--- config.mk ---
export PLATFORM = sky130hd
export DESIGN_NAME = md5_match_unit_flat
export DESIGN_NICKNAME = d
export VERILOG_FILES = /design/src/rtl/md5_pkg.sv /design/src/rtl/md5_match_unit_if.sv /design/src/rtl/md5_unpad.sv /design/src/rtl/md5_match_unit.sv /design/src/flat_wrapper.sv
export SDC_FILE = /design/constraint.sdc
export NUM_CORES = 2
export LEC_CHECK = 0
export CORE_UTILIZATION = 25
export CTS_CLUSTER_DIAMETER = 40
export CTS_CLUSTER_SIZE = 14
export DETAILED_ROUTE_END_ITERATION = 8
export MAX_ROUTING_LAYER = met4
export PLACE_DENSITY = 0.51
export SLEW_MARGIN = 20
export SYNTH_ARGS = -nofsm -noshare
export SYNTH_HDL_FRONTEND = slang
export SYNTH_SLANG_ARGS = --single-unit
--- constraint.sdc ---
create_clock -name clk -period 4.7 [get_ports clk]
set_input_delay 0.705 -clock clk [delete_from_list [all_inputs] [get_ports clk]]
set_output_delay 0.705 -clock clk [all_outputs]
set_load 0.005 [all_outputs]
--- src/rtl/md5_pkg.sv ---
// Shared constants and types for the MD5 preimage match unit.
// The MD5 IV words are kept here so generator and core code share one definition.
package md5_pkg;

    localparam int LATENCY_DEF = 66;
    localparam int BLOCK_W     = 512;
    localparam int MSG_W       = 448;
    localparam int HASH_W      = 128;
    localparam int LEN_W       = 64;
    localparam int MAX_LEN     = 447;

    localparam logic [31:0] MD5_IV_A = 32'h67452301;
    localparam logic [31:0] MD5_IV_B = 32'hefcdab89;
    localparam logic [31:0] MD5_IV_C = 32'h98badcfe;
    localparam logic [31:0] MD5_IV_D = 32'h10325476;

    typedef enum logic [1:0] {
        ST_IDLE   = 2'd0,
        ST_SEARCH = 2'd1,
        ST_FOUND  = 2'd2
    } state_t;

    // The MD5 length field is stored little-endian in the last 8 bytes of the block.
    function automatic logic [63:0] byte_rev64(input logic [63:0] x);
        logic [63:0] r;
        for (int i = 0; i < 8; i++) begin
            r[8*i +: 8] = x[8*(7-i) +: 8];
        end
        return r;
    endfunction

endpackage

--- src/rtl/md5_match_unit_if.sv ---
// Candidate feed from md5core and result handshake toward the consumer.
interface md5_match_unit_if;
    import md5_pkg::*;

    logic                 feed_valid;
    logic [HASH_W-1:0]    hash_in;
    logic [BLOCK_W-1:0]   block_in;
    logic                 res_valid;
    logic                 res_ready;
    logic [MSG_W-1:0]     found_msg;
    logic [LEN_W-1:0]     found_len;

    modport master (
        output feed_valid, hash_in, block_in, res_ready,
        input  res_valid, found_msg, found_len
    );

    modport slave (
        input  feed_valid, hash_in, block_in, res_ready,
        output res_valid, found_msg, found_len
    );

endinterface

--- src/rtl/md5_unpad.sv ---
// Recovers the original message and its bit length from a padded MD5 block.
module md5_unpad
    import md5_pkg::*;
(
    input  logic [BLOCK_W-1:0] block,
    output logic [MSG_W-1:0]   msg,
    output logic [LEN_W-1:0]   len,
    output logic               len_ok
);

    logic [MSG_W-1:0] body;
    logic [MSG_W-1:0] mask;
    logic [8:0]       sh;

    always_comb begin
        len    = byte_rev64(block[63:0]);
        len_ok = (len <= LEN_W'(MAX_LEN));
        body   = block[BLOCK_W-1:LEN_W];
        sh     = '0;
        mask   = '0;
        msg    = '0;
        // Shifting right by (448-L) drops the pad bit and right-aligns the message.
        if (len_ok) begin
            sh   = 9'(MSG_W) - len[8:0];
            mask = ~({MSG_W{1'b1}} << len[8:0]);
            msg  = (body >> sh) & mask;
        end
    end

endmodule

--- src/rtl/md5_match_unit.sv ---
// Watches md5core output for a digest equal to the armed target and returns
// the unpadded message that produced it.
module md5_match_unit
    import md5_pkg::*;
#(
    parameter int LATENCY = LATENCY_DEF
) (
    input  logic              clk,
    input  logic              rst_n,
    input  logic              start,
    input  logic              stop,
    input  logic [HASH_W-1:0] target,
    output logic              busy,
    output logic [31:0]       checked,
    md5_match_unit_if.slave   bus
);

    state_t               state;
    logic [LATENCY-1:0]   tag_line;
    logic                 tag;
    logic [HASH_W-1:0]    target_q;
    logic                 res_valid_q;
    logic [MSG_W-1:0]     found_msg_q;
    logic [LEN_W-1:0]     found_len_q;

    logic [MSG_W-1:0]     dec_msg;
    logic [LEN_W-1:0]     dec_len;
    logic                 dec_len_ok;
    logic                 hit;

    md5_unpad u_unpad (
        .block  (bus.block_in),
        .msg    (dec_msg),
        .len    (dec_len),
        .len_ok (dec_len_ok)
    );

    // Tag line shifts in every state so in-flight candidates stay aligned with md5core.
    always_ff @(posedge clk or negedge rst_n) begin
        if (!rst_n) begin
            tag_line <= '0;
        end else begin
            tag_line <= (tag_line << 1) | LATENCY'(bus.feed_valid);
        end
    end

    assign tag = tag_line[LATENCY-1];
    assign hit = tag && (bus.hash_in == target_q) && dec_len_ok;

    always_ff @(posedge clk or negedge rst_n) begin
        if (!rst_n) begin
            state       <= ST_IDLE;
            target_q    <= '0;
            checked     <= '0;
            busy        <= 1'b0;
            res_valid_q <= 1'b0;
            found_msg_q <= '0;
            found_len_q <= '0;
        end else begin
            case (state)
                ST_IDLE: begin
                    if (start) begin
                        state    <= ST_SEARCH;
                        busy     <= 1'b1;
                        checked  <= '0;
                        target_q <= target;
                    end
                end
                ST_SEARCH: begin
                    if (tag && (checked != 32'hFFFF_FFFF)) begin
                        checked <= checked + 32'd1;
                    end
                    // A stop wins over a simultaneous hit: nothing is captured.
                    if (stop) begin
                        state <= ST_IDLE;
                        busy  <= 1'b0;
                    end else if (hit) begin
                        state       <= ST_FOUND;
                        busy        <= 1'b0;
                        res_valid_q <= 1'b1;
                        found_msg_q <= dec_msg;
                        found_len_q <= dec_len;
                    end
                end
                ST_FOUND: begin
                    if (bus.res_ready) begin
                        state       <= ST_IDLE;
                        res_valid_q <= 1'b0;
                    end
                end
                default: begin
                    state       <= ST_IDLE;
                    busy        <= 1'b0;
                    res_valid_q <= 1'b0;
                end
            endcase
        end
    end

    assign bus.res_valid = res_valid_q;
    assign bus.found_msg = found_msg_q;
    assign bus.found_len = found_len_q;

endmodule

--- src/flat_wrapper.sv ---
// flat-port wrapper written by rule: the top's interface ports become plain ports
module md5_match_unit_flat import md5_pkg::*;
#(
    parameter int LATENCY = LATENCY_DEF
)
  (clk, rst_n, start, stop, target, busy, checked, bus_feed_valid, bus_hash_in, bus_block_in, bus_res_ready, bus_res_valid, bus_found_msg, bus_found_len);
  md5_match_unit_if bus_i ();
  input  logic clk;
  input  logic rst_n;
  input  logic start;
  input  logic stop;
  input  logic [HASH_W-1:0] target;
  output logic busy;
  output logic [31:0] checked;
  input wire logic [$bits(bus_i.feed_valid)-1:0] bus_feed_valid;
  input wire logic [$bits(bus_i.hash_in)-1:0] bus_hash_in;
  input wire logic [$bits(bus_i.block_in)-1:0] bus_block_in;
  input wire logic [$bits(bus_i.res_ready)-1:0] bus_res_ready;
  output wire logic [$bits(bus_i.res_valid)-1:0] bus_res_valid;
  output wire logic [$bits(bus_i.found_msg)-1:0] bus_found_msg;
  output wire logic [$bits(bus_i.found_len)-1:0] bus_found_len;
  assign bus_i.feed_valid = bus_feed_valid;
  assign bus_i.hash_in = bus_hash_in;
  assign bus_i.block_in = bus_block_in;
  assign bus_i.res_ready = bus_res_ready;
  assign bus_res_valid = bus_i.res_valid;
  assign bus_found_msg = bus_i.found_msg;
  assign bus_found_len = bus_i.found_len;
  md5_match_unit #(.LATENCY(LATENCY)) u_core (.clk(clk), .rst_n(rst_n), .start(start), .stop(stop), .target(target), .busy(busy), .checked(checked), .bus(bus_i));
endmodule
**Word-level counts from Yosys, hierarchy flattened**

Cells that the tools add are included.

- Flip-flop bits (word level): 742
- Word-level logic and storage cells: 57
- Output and inout bits: 546
- Bits of input ports: 774

- $add $sub $neg: 2
- Magnitude comparators: 1
- Shifts and indexed selects: 2
- Eq/ne operators: 10
- Multiplexer cells: 17
- Bitwise gates (word level): 6
- Reduce and logical (&&, ||, !) cells: 11

Operators by type and width:

| operator | number |
|---|---|
| $and A448 B448 Y448 | 1 |
| $mux W448 | 1 |
| $not A448 Y448 | 1 |
| $shl A448 B9 Y448 const A | 1 |
| $shr A448 B9 Y448 | 1 |
| $eq A128 B128 Y1 | 1 |
| $or A66 B1 Y66 | 1 |
| $le A64 B9 Y1 const B | 1 |
| $mux W32 | 2 |
| $pmux W32 S2 | 1 |
| $add A32 B1 Y32 const B | 1 |
| $ne A32 B32 Y1 const B | 1 |
| $reduce_and A3 Y1 | 4 |
| $sub A9 B9 Y9 const A | 1 |
| $mux W2 | 4 |
| $mux W1 | 6 |
| $ne A2 B2 Y1 const B | 3 |
| $pmux W1 S3 | 2 |
| $pmux W2 S3 | 1 |
| $ne A2 B1 Y1 const B | 2 |
| $reduce_and A4 Y1 | 1 |
| $logic_and A1 B1 Y1 | 3 |
| $ne A3 B2 Y1 const B | 1 |
| $not A1 Y1 | 3 |
| other kinds (5) | 5 |

**Logic depth before layout (Yosys ltp)**

- Depth in word-level cells: 6
- Gate-level depth with buffers: 26
- Depth with buffers taken out: 12

**Modules after synthesis**

From an unflattened synthesis, not the netlist that was laid out.

- Cell total of the unflattened synthesis: 9,314
- Area, all modules: 81,252.9 µm²

By module, submodules not included:

| module | area each (µm²) | seq. area each (µm²) | times used | cells each |
|---|---|---|---|---|
| md5_unpad | 52,187.6 | 0.0 | 1 | 7,208 |
| md5_match_unit | 29,065.4 | 18,567.8 | 1 | 2,106 |

**Worst setup path after synthesis**

Ideal clock, no wire load.

- Path kind: input-to-reg
- From: input port bus_block_in[56]
- To: register u_core.found_msg_q[225] (netlist: u_core.bus.found_msg[225])
- Setup time: 65 ps
- Setup slack: -1,078 ps
- Path buffers: 13
- Stages: 22
- Required time: 4,635 ps
- Arrival time: 5,713 ps
- Cells stage by stage: buf_6 -> buf_6 -> inv_1 -> buf_2 -> buf_4 -> buf_2 -> buf_4 -> buf_2 -> buf_2 -> ha_1 -> ha_1 -> buf_2 -> clkinv_1 -> buf_2 -> buf_2 -> buf_4 -> buf_1 -> mux4_2 -> o22ai_1 -> nor2_1 -> a2111oi_0 -> a21o_1

- Longest elaborated chain between the ends: 4

RTL lines:

| element | line | text |
|---|---|---|
| start: declaration | flat_wrapper.sv:17 | `input wire logic [$bits(bus_i.block_in)-1:0] bus_block_in;` |
| $sub A9 B9 Y9 or $shl A448 B9 Y448 (tied branches) | md5_unpad.sv:24, md5_unpad.sv:25 |  |
| $shr A448 B9 Y448 or $not A448 Y448 (tied branches) | md5_unpad.sv:26, md5_unpad.sv:25 |  |
| $and A448 B448 Y448 | md5_unpad.sv:26 | `msg = (body >> sh) & mask;` |
| $mux W448 | md5_unpad.sv:23 | `if (len_ok) begin` |
| end signal: assignment | md5_match_unit.sv:81 | `found_msg_q <= dec_msg;` |
| end: declaration | md5_match_unit.sv:23 | `logic [MSG_W-1:0] found_msg_q;` |

Parallel ways exist; a longest one is shown, timed or not.
A chain may end at the register's enable or synchronous reset.

**Final worst setup path**

- From: input port bus_block_in[57]
- To: register u_core.found_msg_q[293] (netlist: u_core.bus.found_msg[293])

The elaborated chain is that of the path after synthesis.

==> impl_metrics.py <==
metrics = {
    "timing": {
        "hold_slack_ns": -0.0435,
        "fin_ws_ns": -0.219,
        "finalCriticalPeriod_ns": 4.92,
        "drv_slew": 0,
        "finalHoldViolCount": 2,
        "worst_pin_slew_ns": 1.26,
        "fmax_ghz": 0.203,
        "setup_viol": 24,
        "skew_ns": 0.0951,
        "finalCritPeriodShare_pct": 105,
        "relSlewSlack_pct": 14.8,
        "rsz0062_at_grt": "true",
    },
    "die": {
        "die_width_um": 576,
        "initial_core_util_pct": 25.1,
        "die_area_mm2": 0.332,
        "rows": 210,
        "core_mm2": 0.328,
        "die_h_um": 576,
        "ios": 1320,
    },
    "yosys": {
        "yosys.area_share.simple_pct": 16.5,
        "synth_flop_cell": "dfrtp_1",
        "yosys-top-cells-area": "dfrtp_1, mux4_2, mux2i_1",
        "synth_seq_area_share_pct": 22.5,
        "synth_fa_ha_area_share_pct": 0.0759,
        "synth.most_common_cell": "nand2_1",
        "synth.avg_cell_area_um2": 8.84,
        "synth.area.mux_share_pct": 33.2,
        "synth_top_area_cell": "dfrtp_1",
        "synth_top_family_by_area": "multiplexers",
        "synth_fp_nets": 10100,
        "yosysTopAreaCellShare_pct": 22.5,
        "ys_ff_latch": 742,
        "synth_compound_area_share_pct": 20.4,
        "synth_xor_area_share_pct": 1.12,
        "synthDistinctLibCells": 96,
        "synthCells": 9320,
        "synth_edf_count": 0,
        "synth_warnings": 0,
        "syn_area_mm2": 0.0824,
        "async_reset_ff_share_pct": 100,
        "synth_common_cells": "nand2_1, o21ai_0, mux4_2",
    },
    "min_path": {
        "hp-class": "in2async",
    },
    "clock_tree": {
        "ctsHoldBuffers": 0,
        "clkSinkCount": 742,
        "clockBufferDepth": 3,
        "cts_tree": "done",
        "numCtsBuffers": 118,
        "clock-root-buffer": "clkbuf_16",
        "path_clk_slew_ns": 0.07,
        "clock_latency_ns": 0.81,
        "ctsHtreeMaxLevel": 3,
    },
    "finish": {
        "nFillCells": 32900,
        "drive_above_1_share_pct": 38.2,
        "area_growth_pct": 62.3,
        "fin_nets": 14100,
    },
    "placement": {
        "io_buffers": 1319,
        "pre_cts_ws_ns": -1.52,
        "place_hpwl_um": 768000,
        "gp_congestion": 1.27,
    },
    "route": {
        "wl_per_cell_um": 50.3,
        "drt_pass1_iterations": 9,
        "drt-initial-drc-count": 21100,
        "viasPerCell": 6.47,
        "drc": 0,
        "ant_nets": 0,
        "route.final.wire_length_um": 904000,
        "dr_total_vias": 116000,
    },
    "worst_setup_path": {
        "max_stage_delay_ns": 0.75,
        "path_class": "in2reg",
        "crit_path_top_delay_cell": "mux2i_1",
        "cp_cell_sequence": "dlygate4sd2_1, buf_6, inv_2, ha_4, buf_16, buf_12, buf_4, buf_4, buf_4, mux4_2, mux2i_1, mux4_2, buf_4, nor2_1, a211oi_1, buf_4, nor3_1, a21o_1",
        "cp.arrival_ns": 5.61,
        "cp_common_cell": "buf_4",
        "critical_path_buf_inv_count": 10,
        "cp-end-kind": "register",
        "worst_ep_required_time_ns": 5.39,
        "cp-start-kind": "input port",
        "critPathTopFamily": "multiplexers",
        "cp_max_fo": 8,
    },
    "power": {
        "powerDensity_mw_per_mm2": 336,
        "p_leak_nw": 57.8,
        "vdd_drop_max_v": 0.000310,
        "power.total_mw": 44.9,
    },
    "job": {
        "cap_viol_max_count": 0,
    },
    "grt": {
        "grt.overflow.total": 0,
        "antenna_found_initial": 169,
        "grt_pass1_wl_um": 1150000,
        "first_global_vias": 109000,
        "grt_start_max_net_pins": 112,
        "grt_usage_pct": 54.2,
    },
    "status": {
        "violations": "negative hold slack, negative setup slack",
        "status": "complete, but fails checks",
    },
}
power by group:
group / internal [mW] / switching (mW) / leakage, nW
Clock: 5.28 / 4.01 / 1.99
Sequential: 6.64 / 0.408 / 10.0
Combinational: 10.7 / 17.8 / 45.8
Total: 22.6 / 22.3 / 57.8
placed cells by master, fill, tap and decap left out, types with 46 or more instances in the layout:
| master | netlist | final |
|---|---|---|
| a211oi_1 | 176 | 156 |
| a21o_1 | 97 | 97 |
| a21oi_1 | 407 | 388 |
| a22oi_1 | 141 | 136 |
| and2_1 | 130 | 128 |
| and3_1 | 48 | 47 |
| buf_12 | 0 | 369 |
| buf_4 | 74 | 3143 |
| clkbuf_16 | 0 | 119 |
| clkdlybuf4s50_1 | 0 | 1309 |
| dfrtp_1 | 742 | 742 |
| diode_2 | 0 | 167 |
| inv_1 | 181 | 177 |
| mux2_2 | 346 | 322 |
| mux2i_1 | 533 | 512 |
| mux4_2 | 801 | 801 |
| nand2_1 | 1413 | 1407 |
| nand2b_1 | 46 | 46 |
| nand3_1 | 314 | 311 |
| nand4_1 | 107 | 107 |
| nor2_1 | 651 | 632 |
| nor3_1 | 113 | 106 |
| nor4_1 | 91 | 80 |
| o2111ai_1 | 75 | 72 |
| o211ai_1 | 167 | 167 |
| o21ai_0 | 863 | 822 |
| o21ai_1 | 17 | 48 |
| o221ai_1 | 50 | 46 |
| o22ai_1 | 115 | 109 |
| o31ai_1 | 57 | 56 |
| xnor2_1 | 73 | 68 |
sequential cells by signal (all words and copies together), names as in the netlist:
register              count
u_core.bus.res_valid      1
u_core.tag_line          66
u_core.bus.found_msg    448
u_core.busy               1
u_core.state              2
u_core.bus.found_len     64
u_core.target_q         128
u_core.checked           32
final timing paths:
check / from / endpoint / slack, ns / depth (start not counted)
worst max-delay path: bus_block_in[57] / u_core.bus.found_msg[293] / -0.22 / 18
min in group clk: u_core.tag_line[27] / u_core.tag_line[28] / 0.34 / 0
worst max register to register: u_core.target_q[70] / u_core.bus.found_msg[388] / 0.04 / 13
max in group asynchronous: rst_n / u_core.bus.found_msg[207] / 3.27 / 2
worst min register to register: u_core.tag_line[27] / u_core.tag_line[28] / 0.34 / 0
worst min-delay path: rst_n / u_core.bus.found_msg[114] / -0.04 / 1
layout make-up:
class	count	area, µm²	area share (%)
Sequential cell	742	18600	13.9
Inverter	183	718	0.537
Clock inverter	80	962	0.720
Tap cell	4346	5440	4.07
Antenna cell	167	418	0.313
Timing Repair Buffer	4848	44600	33.4
Clock buffer	135	3150	2.35
Multi-Input combinational cell	7456	59800	44.8
metrics by stage:
stage / instances / setup TNS [ns] / util, % / area (µm²)
6_report: 18000 / -1.26 / 40.8 / 134000
5_1_grt: 17900 / -0.0983 / 40.8 / 134000
4_1_cts: 17800 / 0 / 40.6 / 133000
3_5_place_dp: 17500 / -277.04 / 39.0 / 128000
3_3_place_gp: 17500 / -357.49 / 39.0 / 128000
2_1_floorplan: 9320 / -0.0433 / - / 82900
kinds of logic (layout without fill, tap and decap cells):
| group | count (synthesis) | in the layout |
|---|---|---|
| other cells | 0 | 167 |
| mux | 1682 | 1682 |
| buf+inv | 1122 | 5246 |
| flops | 742 | 742 |
| xor+xnor | 103 | 103 |
| compound gates | 2591 | 2591 |
| fa+ha+maj | 5 | 5 |
| simple gates | 3075 | 3075 |
metal layers:
layer	part of all wire, %	global-route usage [%]	up-vias
met5	0	-	-
met3	13	20.9	2535
met1	39	66.7	58700
met4	10	42.6	0
met2	38	69.7	11100
li1	-	-	43800
what timing repair did:
item / in CTS / in global routing
setup endpoints to repair: 102 / 42
cloned: 8 / 0
buffers inserted: 29 / 14
pin swaps: 15 / 10
hold endpoints to repair: 0 / 0
resized for setup: 152 / 33
(Power assumes the default switching activity.)
